--- config.mk ---
export PLATFORM = sky130hd
export DESIGN_NAME = tia_horizontal_timing_control
export DESIGN_NICKNAME = d
export VERILOG_FILES = /design/src/rtl/tia_horizontal_timing_control.sv
export SDC_FILE = /design/constraint.sdc
export NUM_CORES = 1
export LEC_CHECK = 0
export ABC_AREA = 0
export CORE_MARGIN = 4
export CORE_UTILIZATION = 43
export CTS_CLUSTER_DIAMETER = 100
export DETAILED_ROUTE_END_ITERATION = 8
export PLACE_DENSITY = 0.8
export RECOVER_POWER = 50
export REMOVE_ABC_BUFFERS = 1
export SLEW_MARGIN = 20
export SYNTH_ARGS = -nofsm -noshare
export SYNTH_HDL_FRONTEND = slang
export SYNTH_SLANG_ARGS = --single-unit
--- constraint.sdc ---
create_clock -name i_clk -period 2.37 [get_ports i_clk]
set_clock_uncertainty 0.05 [all_clocks]
set_input_delay 0.711 -clock i_clk [delete_from_list [all_inputs] [get_ports i_clk]]
set_output_delay 0.711 -clock i_clk [all_outputs]
set_load 0.02 [all_outputs]
--- src/rtl/tia_horizontal_timing_control.sv ---
// TIA horizontal line sequencer: HSYNC, colour burst, HBLANK, centre flag, WSYNC RDY and scanline count.
// Define TIA_HMOVE_BLANK_EN to enable the HMOVE latch and the lrhb-extended blank.
module tia_horizontal_timing_control #(
    parameter int LINE_W = 9
) (
    input  logic              i_clk,
    input  logic              i_reset,
    input  logic              i_h_en,
    input  logic              i_shb,
    input  logic              i_shs,
    input  logic              i_rhs,
    input  logic              i_rcb,
    input  logic              i_rhb,
    input  logic              i_lrhb,
    input  logic              i_cnt,
    input  logic              i_wsync_strobe,
    input  logic              i_hmove_strobe,
    output logic              o_hsync,
    output logic              o_cburst,
    output logic              o_hblank,
    output logic              o_center,
    output logic              o_rdy,
    output logic              o_hmove_late,
    output logic [LINE_W-1:0] o_line_count
);

    logic w_shb, w_shs, w_rhs, w_rcb, w_rhb, w_cnt;
    logic w_hmove_late;
    logic w_blank_clr;

    logic              r_hsync;
    logic              r_cburst;
    logic              r_hblank;
    logic              r_center;
    logic              r_rdy;
    logic [LINE_W-1:0] r_line_count;

    assign w_shb = i_shb & i_h_en;
    assign w_shs = i_shs & i_h_en;
    assign w_rhs = i_rhs & i_h_en;
    assign w_rcb = i_rcb & i_h_en;
    assign w_rhb = i_rhb & i_h_en;
    assign w_cnt = i_cnt & i_h_en;

`ifdef TIA_HMOVE_BLANK_EN
    logic w_lrhb;
    logic r_hmove_late;

    assign w_lrhb = i_lrhb & i_h_en;

    // A fresh HMOVE on the clearing edge wins so the latch carries into the next line.
    always_ff @(posedge i_clk or posedge i_reset) begin
        if (i_reset) begin
            r_hmove_late <= 1'b0;
        end else if (i_hmove_strobe) begin
            r_hmove_late <= 1'b1;
        end else if (w_lrhb) begin
            r_hmove_late <= 1'b0;
        end
    end

    assign w_hmove_late = r_hmove_late;
    assign w_blank_clr  = r_hmove_late ? w_lrhb : w_rhb;
`else
    logic w_unused;
    assign w_unused     = i_hmove_strobe ^ i_lrhb;
    assign w_hmove_late = 1'b0;
    assign w_blank_clr  = w_rhb;
`endif

    always_ff @(posedge i_clk or posedge i_reset) begin
        if (i_reset) begin
            r_hsync      <= 1'b0;
            r_cburst     <= 1'b0;
            r_hblank     <= 1'b1;
            r_center     <= 1'b0;
            r_line_count <= '0;
        end else begin
            if (w_rhs) begin
                r_hsync <= 1'b0;
            end else if (w_shs) begin
                r_hsync <= 1'b1;
            end

            if (w_rcb) begin
                r_cburst <= 1'b0;
            end else if (w_rhs) begin
                r_cburst <= 1'b1;
            end

            if (w_shb) begin
                r_hblank <= 1'b1;
            end else if (w_blank_clr) begin
                r_hblank <= 1'b0;
            end

            if (w_shb) begin
                r_center <= 1'b0;
            end else if (w_cnt) begin
                r_center <= 1'b1;
            end

            if (w_shb) begin
                r_line_count <= r_line_count + {{(LINE_W-1){1'b0}}, 1'b1};
            end
        end
    end

    // Strobes only bite while RDY is high, so a strobe on the shb edge stalls a full line.
    always_ff @(posedge i_clk or posedge i_reset) begin
        if (i_reset) begin
            r_rdy <= 1'b1;
        end else if (i_wsync_strobe && r_rdy) begin
            r_rdy <= 1'b0;
        end else if (w_shb) begin
            r_rdy <= 1'b1;
        end
    end

    assign o_hsync      = r_hsync;
    assign o_cburst     = r_cburst;
    assign o_hblank     = r_hblank;
    assign o_center     = r_center;
    assign o_rdy        = r_rdy;
    assign o_hmove_late = w_hmove_late;
    assign o_line_count = r_line_count;

endmodule
After elaboration in Yosys (flattened, before gate mapping)
Cells that the tools add are included.

Logic and storage cells: 29. Input bits: 12. Register bits after elaboration: 14. Output and inout bits: 15.

Add/subtract/negate cells: 1. Mux-type cells: 10. Bitwise operators: 6. Reductions and logical operators: 6.

Operators with widths (number): $mux W1 (10); $reduce_bool A2 Y1 (5); $add A9 B1 Y9 const B (1); $and A1 B1 Y1 (6); $logic_and A1 B1 Y1 (1).

Logic depth before layout (Yosys ltp)
Word-level depth: 3. Gate-level depth with buffers: 4.

Worst setup path after synthesis
OpenSTA, ideal clock, no wires.

Path kind: in2reg. Start: input i_h_en. End: register r_line_count[8] (netlist: o_line_count[8]). Slack: 0.878 ns. Cell stages on the path: 4. Setup time: 0.079 ns. Buffers on the path: 1. Arrival: 1.362 ns. Cells stage by stage: buf_4 -> nand3_4 -> nor4_4 -> xor2_1.

Word-level cells in the longest chain between the ends: 1.

Ends and longest elaborated chain: start: declaration (line 8) `input logic i_h_en,`; $and A1 B1 Y1 (line 38) `assign w_shb = i_shb & i_h_en;`; end signal: assignment (line 104) `r_line_count <= r_line_count + {{(LINE_W-1){1'b0}}, 1'b1};`; end: declaration (line 36) `logic [LINE_W-1:0] r_line_count;`.

No other way between the ends. A chain may end at the register's enable or synchronous reset.

Final worst setup path
Start: register r_rdy (netlist: o_rdy). End: output o_rdy.

RTL lines: start: declaration (line 35) `logic r_rdy;`; start signal: assignment (line 112) `r_rdy <= 1'b1;`; start signal: assignment (line 114) `r_rdy <= 1'b0;`; start signal: assignment (line 116) `r_rdy <= 1'b1;`; end: declaration (line 22) `output logic o_rdy,`.

No word-level cell between the ends.

==> reports/results.tsv <==
metric	value	unit
DP Wirelength	853	um
grt ovf	0	
die width	46.8	um
most frequent cells after synthesis	dfrtp_1 (12), a21oi_1 (6), nand2_1 (6), xnor2_1 (4), xor2_1 (4)	
Routed wire per std cell	12.2	um
DR iter-0 viols	2	
Tmin final	2.19	ns
synth warn	0	
IO Port Bufs	23	
CP Buf/Inv Count	1	
Hold Violations, Final	0	
number of flops mapped to enable cells by yosys	0	
initial core utilization	47.8	%
critical path capture point type	primary output	
filler instances	104	
first-pass GRT wire length	1990	um
critical path arrival	1.43	ns
Slew Viols, Final	0	
diodes inserted	0	
CTS Hold Bufs	0	
IO Pins	27	
H-tree levels	1	
via count	459	
initial antenna violation count	0	
vias per inst	4.88	
Peak VDD IR	665	uV
delay-heaviest family, CP	buffers and inverters	
CTS tree	built	
final setup fails	0	
root buf cell	clkbuf_4	
Overall Global Routing Usage	12.9	%
pin count of the biggest net entering global routing	15	
CP required	1.61	ns
RSZ-0062 raised after global routing	no	
Worst Hold Class	flop to flop	
Core Box Area	1350	um^2
Clock Latency Late Sink	0.28	ns
CTS resizes	0	
post-synthesis cell count	53	
post-synth top area share	46.5	%
fraction of registers with async set/reset	100	%
Crit Path Max Fanout	2	
drt drc	0	
final setup TNS	0	ns
leakage power	0.399	nW
switching share of power	37.3	%
CP Cell Sequence	clkdlybuf4s50_1	
Worst-Margin Slew	0.530	ns
Post-CTS Setup Repair Bufs	0	
Yosys reg bits	14	
routability congestion estimate from global placement	0.726	
layout cells sized above 1	12.7	%
NetSw	0.351	mW
PnR Total Power	0.940	mW
internal power	0.590	mW
vias in the first global route	457	
FMAX	457	MHz
ranking of synthesized cells by area	dfrtp_1 (47%), dfstp_2 (8.1%), nor4_4 (6.6%)	
Final #Nets	93	
drt total wl	1150	um
Clk pin slew, worst setup/hold paths	0.09	ns
max incr delay on CP	0.60	ns
count leader, synth	dfrtp_1	
register area share after synthesis	54.7	%
die area	2190	um^2
largest area contributor in the netlist	dfrtp_1	
chip height	46.8	um
worst slew margin relative to its limit	64.7	%
Clock Sinks	14	
Syn Std Cell Area	646	um^2
crit start category	flop	
power share of the clock group	18.4	%
cell count after placement	90	
iteration count of the initial detailed-routing pass	5	
Max Cap Viol	0	
Logic pwr share	41.1	%
# rows	13	
Worst path slowest cell	clkdlybuf4s50_1	
Layout area overhead	39.3	%
Hold WS	0.415	ns
period utilization	92.3	%
crit path kind	flop to primary output	
Final Non-Filler Cells	94	
Seq pwr share	40.4	%
Antenna Violating Nets Remaining	0	
cts bufs inserted	3	
main flop type after synthesis	dfrtp_1	
outcome	completed	
Power Density	1050	nW/um^2
Bufs on Longest Clock Path	2	
Netlist cell types	19	
Avg Synthesized Cell Area	12.2	um^2
-- sequential cells by signal, summed over array words and instances, names as in the netlist --
name,cells
o_line_count,9
o_cburst,1
o_center,1
o_hblank,1
o_hsync,1
o_rdy,1
-- path summary, 6_finish.rpt --
check                      slack (ns)         endpoint             from  cells past startpoint
max in group asynchronous        1.05            o_rdy          i_reset                      2
setup reg to reg                 0.96  o_line_count[8]  o_line_count[0]                      4
setup / recovery                 0.18            o_rdy            o_rdy                      1
hold / removal                   0.42         o_hblank         o_hblank                      2
hold reg to reg                  0.42         o_hblank         o_hblank                      2
min in group asynchronous        0.85  o_line_count[8]          i_reset                      2
-- routing by layer --
| metal | part of all wire (%) | up-vias | global-route usage, % |
|---|---|---|---|
| met5 | 0 | - | 0 |
| met4 | 0 | 0 | 6.63 |
| met3 | 6.3 | 0 | 2.30 |
| met2 | 48 | 18 | 19.8 |
| met1 | 46 | 210 | 17.6 |
| li1 | - | 231 | - |
-- layout by cell type (no fill, tap or decap), drive strengths merged --
cell type / count
dlygate4sd3: 3
dfrtp: 12
dfstp: 2
nor3: 1
nand2: 7
mux2i: 1
conb: 1
clkdlybuf4s50: 20
ha: 1
xnor2: 4
nand3: 3
xor2: 4
nor4: 3
clkbuf: 5
mux2: 1
a21oi: 6
nor2: 2
inv: 3
-- per-stage QoR --
step | utilization [%] | cell area (um^2) | worst slack, ns
6_report | 66.6 | 900 | 0.183
3_3_place_gp | 65.7 | 887 | 0.344
2_1_floorplan | - | 631 | 1.01
5_1_grt | 66.6 | 900 | 0.151
4_1_cts | 68.4 | 923 | 0.170
3_5_place_dp | 65.7 | 887 | 0.339
-- kinds of logic after synthesis --
family                     after synthesis  synth area share (%)
other                                    1                 0.581
buffers and inverters                    5                  4.07
AOI/OAI and AO/OA                        6                  4.65
and+or+nand+nor                         16                  20.0
adders and majority gates                1                  1.94
muxes                                    2                  3.29
DFF                                     14                  54.7
xor gates and xnor gates                 8                  10.9
-- power groups by stage --
stage                     logic (mW)  clock network (mW)  registers (mW)
after floorplan                0.139                   0           0.461
after global placement         0.395                   0           0.384
after detailed placement       0.399                   0           0.385
after CTS                      0.405               0.181           0.381
after global routing           0.419               0.189           0.392
final                          0.387               0.173           0.380
-- final cells by class --
| class | instances | area (um^2) | share of cell area [%] |
|---|---|---|---|
| multi-input combinational | 34 | 246 | 27.4 |
| inverter | 3 | 11.3 | 1.25 |
| timing repair buffer | 24 | 234 | 26.0 |
| clock buffer | 4 | 36.3 | 4.03 |
| tap | 15 | 18.8 | 2.09 |
| sequential | 14 | 353 | 39.2 |
Power figures use the tool's default switching activity.
